<file path="config.mk">
export PLATFORM = sky130hd
export DESIGN_NAME = demux1_2_flop
export DESIGN_NICKNAME = d
export VERILOG_FILES = /design/src/rtl/demux_pkg.sv /design/src/rtl/demux_out_reg.sv /design/src/rtl/demux1_2_flop.sv
export SDC_FILE = /design/constraint.sdc
export NUM_CORES = 1
export LEC_CHECK = 0
export BUFFER_PORTS_ARGS = -buffer_cell sky130_fd_sc_hd__buf_2
export CAP_MARGIN = 20
export CORE_AREA = 2 2 39 41
export DETAILED_ROUTE_END_ITERATION = 16
export DIE_AREA = 0 0 41 43
export PLACE_DENSITY = 0.47
export SYNTH_ARGS = -nofsm -noshare
export SYNTH_HDL_FRONTEND = slang
export SYNTH_HIERARCHICAL = 1
export SYNTH_SLANG_ARGS = --single-unit
</file>
<file path="constraint.sdc">
create_clock -name clk -period 2.1 [get_ports clk]
set_clock_uncertainty 0.15 [all_clocks]
set_input_delay 0.42 -clock clk [delete_from_list [all_inputs] [get_ports clk]]
set_output_delay 0.42 -clock clk [all_outputs]
set_load 0.03 [all_outputs]
</file>
<file path="src/rtl/demux_pkg.sv">
// Shared constants and encodings for the registered 1-to-2 demultiplexer.
// Also used by the optional DEMUX_WORD_CNT_EN accepted-word counters.
package demux_pkg;

  localparam int DEMUX_DATA_W = 2;
  localparam int DEMUX_CNT_W  = 7;

  typedef enum logic {
    EMPTY = 1'b0,
    FULL  = 1'b1
  } out_state_e;

  localparam logic SEL_OUT0 = 1'b0;
  localparam logic SEL_OUT1 = 1'b1;

endpackage

</file>
<file path="src/rtl/demux_out_reg.sv">
// One-entry output register of the demux: EMPTY/FULL state, held data word
// and, with DEMUX_WORD_CNT_EN defined, a saturating accepted-word counter.
module demux_out_reg
  import demux_pkg::*;
#(
  parameter int DATA_W = DEMUX_DATA_W,
  parameter int CNT_W  = DEMUX_CNT_W
) (
  input  logic              clk,
  input  logic              reset,
  input  logic              load,
  input  logic [DATA_W-1:0] data_in,
  input  logic              ready,
  output logic              slot_ready,
  output logic              valid_out,
  output logic [DATA_W-1:0] data_out
`ifdef DEMUX_WORD_CNT_EN
  ,
  output logic [CNT_W-1:0]  cnt_out
`endif
);

  if (DATA_W < 1 || CNT_W < 1 || CNT_W > 31) begin : g_bad_param
    $error("demux_out_reg: unsupported DATA_W/CNT_W");
  end

  out_state_e        state;
  logic [DATA_W-1:0] data_q;

  // Output register stage: load always wins over drain, so a word arriving
  // while the old one leaves replaces it with no bubble.
  always_ff @(posedge clk) begin
    if (reset) begin
      state  <= EMPTY;
      data_q <= '0;
    end else begin
      unique case (state)
        EMPTY: begin
          if (load) begin
            state  <= FULL;
            data_q <= data_in;
          end
        end
        FULL: begin
          if (load) begin
            data_q <= data_in;
          end else if (ready) begin
            state <= EMPTY;
          end
        end
        default: state <= EMPTY;
      endcase
    end
  end

  // Reset masks valid so a pending word never appears to transfer while it
  // is being discarded.
  assign valid_out  = (state == FULL) && !reset;
  assign data_out   = data_q;
  assign slot_ready = !valid_out || ready;

`ifdef DEMUX_WORD_CNT_EN
  function automatic logic [CNT_W-1:0] sat_inc(input logic [CNT_W-1:0] c);
    return (&c) ? c : c + 1'b1;
  endfunction

  logic [CNT_W-1:0] cnt_q;

  always_ff @(posedge clk) begin
    if (reset) begin
      cnt_q <= '0;
    end else if (load) begin
      cnt_q <= sat_inc(cnt_q);
    end
  end

  assign cnt_out = cnt_q;
`endif

endmodule

</file>
<file path="src/rtl/demux1_2_flop.sv">
// Registered 1-to-2 demultiplexer with valid/ready on the input and on each
// output. Define DEMUX_WORD_CNT_EN to add per-output accepted-word counters.
module demux1_2_flop
  import demux_pkg::*;
#(
  parameter int DATA_W = DEMUX_DATA_W,
  parameter int CNT_W  = DEMUX_CNT_W
) (
  input  logic              clk,
  input  logic              reset,
  input  logic              valid_in,
  input  logic [DATA_W-1:0] data_in,
  input  logic              selector,
  output logic              ready_in,
  output logic              valid_out0,
  output logic [DATA_W-1:0] data_out0,
  input  logic              ready0,
  output logic              valid_out1,
  output logic [DATA_W-1:0] data_out1,
  input  logic              ready1
`ifdef DEMUX_WORD_CNT_EN
  ,
  output logic [CNT_W-1:0]  cnt_out0,
  output logic [CNT_W-1:0]  cnt_out1
`endif
);

  logic slot_ready0;
  logic slot_ready1;
  logic xfer_in;
  logic load0;
  logic load1;

  // Only the selected output decides acceptance; the other one is never
  // consulted, so a stalled output cannot block traffic to its sibling.
  assign ready_in = (selector == SEL_OUT1) ? slot_ready1 : slot_ready0;
  assign xfer_in  = valid_in && ready_in && !reset;
  assign load0    = xfer_in && (selector == SEL_OUT0);
  assign load1    = xfer_in && (selector == SEL_OUT1);

  demux_out_reg #(
    .DATA_W(DATA_W),
    .CNT_W (CNT_W)
  ) u_out0 (
    .clk       (clk),
    .reset     (reset),
    .load      (load0),
    .data_in   (data_in),
    .ready     (ready0),
    .slot_ready(slot_ready0),
    .valid_out (valid_out0),
    .data_out  (data_out0)
`ifdef DEMUX_WORD_CNT_EN
    ,
    .cnt_out   (cnt_out0)
`endif
  );

  demux_out_reg #(
    .DATA_W(DATA_W),
    .CNT_W (CNT_W)
  ) u_out1 (
    .clk       (clk),
    .reset     (reset),
    .load      (load1),
    .data_in   (data_in),
    .ready     (ready1),
    .slot_ready(slot_ready1),
    .valid_out (valid_out1),
    .data_out  (data_out1)
`ifdef DEMUX_WORD_CNT_EN
    ,
    .cnt_out   (cnt_out1)
`endif
  );

endmodule

</file>
# Yosys cells after proc, flatten, opt, wreduce, memory -nomap -nowiden
# Cells that the tools add are included.
dict set report op_classes {
  mux 11
  n_bitwise 3
  n_reduce_logical 11
}
# op count
set ops {}
lappend ops {{1-bit two-way mux} 7}
lappend ops {{1-bit logical AND} 6}
lappend ops {{2-bit two-way mux} 2}
lappend ops {{1-bit one-hot mux with 2 select lines} 2}
lappend ops {{1-bit zero test} 3}
lappend ops {{1-bit inverter} 3}
lappend ops {{1-bit logical OR} 2}
dict set report totals {
  ff_bits 6
  out_inout_bits 7
}

# Logic depth before layout (Yosys ltp)
# Gate-level depths: netlist of the first run.
dict set report logic_depth {
  word_depth 10
  mapped_depth 5
  mapped_depth_nobuf 5
}

# Modules after synthesis
# Netlist of the first run, hierarchy kept.
# mod n_inst cells_per_inst area_each_um2 seq_area_each_um2
set modules_own_cells {}
lappend modules_own_cells {demux_out_reg 2 12 115.1 60.1}
lappend modules_own_cells {demux1_2_flop 1 3 38.8 0.0}

# Worst setup path after synthesis of the first run
# Ideal clock, no wire load.
dict set report synth_timing {
  path_kind {input to output}
  start {input reset}
  end {output ready_in}
  t_arrival_ns 1.349
  setup_slack_ns 0.181
  cell_stages 3
  path_buffers 0
  path_cell_list {nor2b_1 nand2b_1 mux2_4}
}
dict set report synth_via {
  elab_chain_cells 5
  word_cells_on_any_way 8
  cone_classes {1 x mux; 7 x reduce/logical}
}
# element line_no
set synth_lines {}
lappend synth_lines {{start: declaration} demux1_2_flop.sv:10} ;# input logic reset,
lappend synth_lines {{1-bit zero test} demux_out_reg.sv:58} ;# assign valid_out = (state == FULL) && !reset;
lappend synth_lines {{1-bit logical AND} demux_out_reg.sv:58}
lappend synth_lines {{1-bit zero test} demux_out_reg.sv:60} ;# assign slot_ready = !valid_out || ready;
lappend synth_lines {{1-bit logical OR} demux_out_reg.sv:60}
lappend synth_lines {{net slot_ready0} demux1_2_flop.sv:28} ;# logic slot_ready0;
lappend synth_lines {{1-bit two-way mux} demux1_2_flop.sv:36} ;# assign ready_in = (selector == SEL_OUT1) ? slot_ready1 : slot_ready0;
lappend synth_lines {{end: declaration} demux1_2_flop.sv:14} ;# output logic ready_in,
# The timed path passes the listed nets, and every way through them passes these cells.

# Final worst setup path of the first run
# Ends and elaborated chain as after synthesis.

==> results of run 1 <==
## state kept, by name, indices dropped and copies added (netlist names)
signal,flops
u_out0/data_out,2
u_out0/state,1
u_out1/data_out,2
u_out1/state,1
## cell families after synthesis
kind of cell	share of synthesized area (%)
AOI/OAI and AO/OA	3.72
buffers and inverters	2.79
DFF	44.7
muxes	20.5
and+or+nand+nor	28.4
## per-stage QoR
step | area, um2 | cells
after floorplan | 269 | 27
after global placement | 359 | 57
after detailed placement | 359 | 57
after CTS | 382 | 60
after global routing | 382 | 60
final | 382 | 60
## synthesized netlist by cell type
cell	count
mux2_4	1
nand2b_1	4
inv_1	2
nor2b_1	2
and4bb_2	1
a21oi_1	2
nor2_1	4
dfxtp_1	6
and4b_2	1
mux2i_1	4
## layout make-up
class	instances	area (um2)
Clock buffer	3	22.5
Fill cell	147	1000
Inverter	2	7.51
Multi-Input combinational cell	19	141
Sequential cell	6	120
Tap cell	16	20.0
Timing Repair Buffer	14	70.1
## final timing paths
check,startpoint,end,slack [ps],cells past startpoint
setup reg to reg,u_out0/state,u_out0/data_out[0],790,5
hold reg to reg,u_out1/state,u_out1/state,310,2
setup / recovery,reset,ready_in,270,5
hold / removal,data_in[1],u_out1/data_out[1],280,3
## power breakdown
| part | internal, uW | switching [uW] |
|---|---|---|
| registers | 118 | 1.73 |
| logic | 15.2 | 19.5 |
| clock network | 64.5 | 38.9 |
## metal layers
layer	wire (um)	vias up	track usage, %
met1	286	94	11.0
li1	-	126	-
met4	10	0	10.0
met3	79	2	3.14
met2	208	15	9.06
met5	0	-	0
## critical path: stages
cell	delay (ps)
buf_2	160
nor2b_1	160
nand2b_1	80
mux2_4	260
buf_2	170
## layout by cell type, fill, tap and decap left out, drive strengths merged
master  instances
buf            14
dfxtp           6
mux2i           4
nor2            4
nand2b          4
clkbuf          3
nor2b           2
inv             2
a21oi           2
mux2            1
and4bb          1
and4b           1
==> metrics.yaml, run 1 <==
outcome: "completed"
die_height_um: 43
syn_area_um2: 269
ys_types: 10
grt.overflow.total: 0
crit_type: "in -> out"
tns_ps: 0
finalCritPeriodShare_pct: 87.0
remaining_drc_errors: 0
max-vdd-ir-drop_v: 0.000248
worstSetupStartpointType: "input port"
syn_to_final_growth_pct: 41.9
syn-num-nets: 35
die_area_um2: 1760
final_nets: 54
ioPinCount: 15
hpwl_um: 443
yosysSeqAreaShare_pct: 44.7
min_period_ps: 1830
synth_top_cell_by_area: "dfxtp_1"
finalHoldViolations: 0
p_leak_uw: 0.000173
cts_resized: 0
die_w_um: 41
cts_buffer_depth: 2
initial_utilization_pct: 19.4
yosys_warnings: 6
wirelength_um: 585
cts_tree: "built"
pre_cts_slack_ps: 273
drt-pass1-iter-count: 4
vias: 237
postLayoutCoreUtil_pct: 27.6
synthCells: 27
diodes: 0
synth_top_area_share_pct: 44.7
clk_transition_reported_paths_ps: 40
cts_htree_levels: 1
post-cts-setup-buffers: 0
critPathRequiredTime_ps: 1530
cts.sinks: 6
cts_inserted_buffers: 3
portBuffers: 14
postLayoutSetupSlackWorst_ps: 273
route.detailed.vias_per_inst: 3.95
rsz0062_at_grt: "no"
hold_path.class: "in -> reg"
gp_congestion: 0.546
power.density_nw_per_um2: 676
hold_buffers: 0
critPathMaxFanout: 10
core_area_um2: 1380
row_count: 14
cap_violations: 0
synthTopCellsByArea: "dfxtp_1, mux2i_1, nand2b_1, mux2_4, nor2_1"
hold_ws_ps: 281
wl_per_cell_um: 9.75
clk_latency_ps: 240
maxSlewViolCount: 0
layout-drive-gt1-share_pct: 45.5
drtIter0Drc: 6
grt_max_degree: 11
finalSetupViolCount: 0
grt_pass1_vias: 224
end_kind: "output port"
grt_use_total_pct: 8.45
ys_ff_latch: 6
ant_nets: 0
max_freq_mhz: 547
grt_pass1_wl_um: 917
power_uw: 258
cp.arrival_ps: 1260
syn_area_per_cell_um2: 9.96
worst_pin_slew_ps: 177
max_slew_margin_pct: 88.2
antenna_found_initial: 0
clockRootBuffer: "clkbuf_4"
(Power assumes the default switching activity.)
==> run 2: changes to the inputs <==
==> constraint.sdc (replaced) <==
create_clock -name clk -period 2.3 [get_ports clk]
set_clock_uncertainty 0.15 [all_clocks]
set_input_delay 0.46 -clock clk [delete_from_list [all_inputs] [get_ports clk]]
set_output_delay 0.46 -clock clk [all_outputs]
set_load 0.03 [all_outputs]
==> run 2 against run 1 <==
Net effect: critical endpoint unchanged; critical path type unchanged; hold slack improved by 33 ps; sequential cell count did not move; sequential share of layout area did not move; via count rose by 3.4%; routed wire length rose by 4.1%; global-route usage rose by 0.13 points; design area did not move; combinational power fell by 8.7%; clock power fell by 6%; count of clock-buffer cells in the layout did not move; worst setup slack improved by 130 ps.
==> metrics.yaml, run 2 (synthesis results as in run 1) <==
outcome: "completed"  # unchanged
post-cts-setup-buffers: 0  # unchanged
die_area_um2: 1760  # unchanged
crit_top_cell: "buf_2"  # unchanged
finalSetupViolCount: 0  # unchanged
cts_htree_levels: 1  # unchanged
path_buf_inv: 2  # unchanged
n_fill_cell: 150  # was 147
p_leak_uw: 0.000173  # unchanged
portBuffers: 14  # unchanged
final_cells: 60  # unchanged
drt-pass1-iter-count: 2  # was 4
dp_cells: 57  # unchanged
hold_path.class: "reg -> reg"  # was in -> reg
final_nets: 54  # unchanged
crit_family: "buffers and inverters"  # unchanged
cts_buffer_depth: 2  # unchanged
max_slew_margin_pct: 91.4  # was 88.2%
initial_utilization_pct: 19.4  # unchanged
hpwl_um: 450  # was 443 um
gp_congestion: 0.565  # was 0.546
maxSlewViolCount: 0  # unchanged
antenna_found_initial: 0  # unchanged
critPathMaxFanout: 10  # unchanged
rsz0062_at_grt: "no"  # unchanged
critical_path.startpoint: "reset"  # unchanged
power.density_nw_per_um2: 625  # was 676 nW/um2
max-vdd-ir-drop_v: 0.000216  # was 0.000248 V
vias: 245  # was 237
cts_tree: "built"  # unchanged
r2r_cells: 5  # unchanged
hold_buffers: 0  # unchanged
mostFrequentLayoutCells: "buf_2, dfxtp_1, mux2i_1, nor2_1, nand2b_1"  # unchanged
critPathRequiredTime_ps: 1690  # was 1530 ps
grt_pass1_vias: 238  # was 224
cts.sinks: 6  # unchanged
min_to: "u_out0/state"  # was u_out1/data_out[1]
grt.overflow.total: 0  # unchanged
min_period_ps: 1900
row_count: 14  # unchanged
mostFrequentLayoutCell: "buf_2"  # unchanged
tns_ps: 0  # unchanged
crit_slowest_cell: "mux2_4"  # unchanged
wirelength_um: 609  # was 585 um
finalHoldViolations: 0  # unchanged
cp.arrival_ps: 1290  # was 1260 ps
clockRootBuffer: "clkbuf_4"  # unchanged
rr_endpoint: "u_out0/data_out[1]"  # was u_out0/data_out[0]
core_area_um2: 1380  # unchanged
clk_latency_ps: 240  # about the same
cts_inserted_buffers: 3  # unchanged
route.detailed.vias_per_inst: 4.08  # was 3.95
whs_path_depth: 2  # was 3
max_freq_mhz: 526
cts_resized: 0  # unchanged
worst_pin_slew_ps: 125  # was 177 ps
grt_pass1_wl_um: 924  # was 917 um
worstHoldStart: "u_out0/state"  # was data_in[1]
ioPinCount: 15  # unchanged
grt_use_total_pct: 8.58  # was 8.45%
r2r_slack_ps: 980  # was 790 ps
crit_path_max_incr_delay_ps: 260  # about the same
remaining_drc_errors: 0  # unchanged
layout-drive-gt1-share_pct: 45.5  # unchanged
die_height_um: 43  # unchanged
cap_violations: 0  # unchanged
ant_nets: 0  # unchanged
die_w_um: 41  # unchanged
wl_per_cell_um: 10.2  # was 9.75 um
drtIter0Drc: 1  # was 6
worstSetupStartpointType: "input port"  # unchanged
grt_max_degree: 11  # unchanged
crit_type: "in -> out"  # unchanged
worstReg2RegStart: "u_out0/state"  # unchanged
diodes: 0  # unchanged
syn_to_final_growth_pct: 41.9  # unchanged
clk_transition_reported_paths_ps: 50  # was 40 ps
hold_ws_ps: 313  # was 281 ps
crit_chain: "buf_2, nor2b_1, nand2b_1, mux2_4, buf_2"  # unchanged
end_kind: "output port"  # unchanged
finalCritPeriodShare_pct: 82.6
run 2: metrics by stage:
step | area (um2) | util [%] | setup WS, ps | total power, uW
floorplan | 269 | - | 301 | 129
global placement | 359 | 25.9 | 389 | 143
detailed placement | 359 | 25.9 | 394 | 143
CTS | 382 | 27.6 | 391 | 243
global route | 382 | 27.6 | 324 | 250
finish | 382 | 27.6 | 400 | 238
run 2: worst min-delay path: stages, from the launching register on:
cell and delay, ps:
dfxtp_1 300, nand2b_1 60, a21oi_1 50
run 2: layer usage:
layer	part of all wire (%)	GRT usage [%]	vias up
met5	0	0	-
met4	1.6	10.0	0
met3	14	3.14	2
met2	35	10.6	15
met1	49	9.80	102
li1	-	-	126
run 2: area by class of cell:
type / instances / area (um2) / area share (%)
Multi-Input combinational cell: 19 / 141 / 37.0
Sequential cell: 6 / 120 / 31.5
Timing Repair Buffer: 14 / 70.1 / 18.4
Clock buffer: 3 / 22.5 / 5.90
Tap cell: 16 / 20.0 / 5.25
Inverter: 2 / 7.51 / 1.97
run 2: power by group:
part           switching, uW  internal [uW]
Combinational           17.8           13.9
Sequential              1.62            108
Clock                   38.1           59.0
Total                   57.5            181
run 2: worst max-delay path by stage:
stage | cells past startpoint | end | slack (ps)
floorplan | 3 | ready_in | 300
global placement | 5 | ready_in | 390
detailed placement | 5 | ready_in | 390
CTS | 5 | ready_in | 390
global route | 5 | ready_in | 320
finish | 5 | ready_in | 400
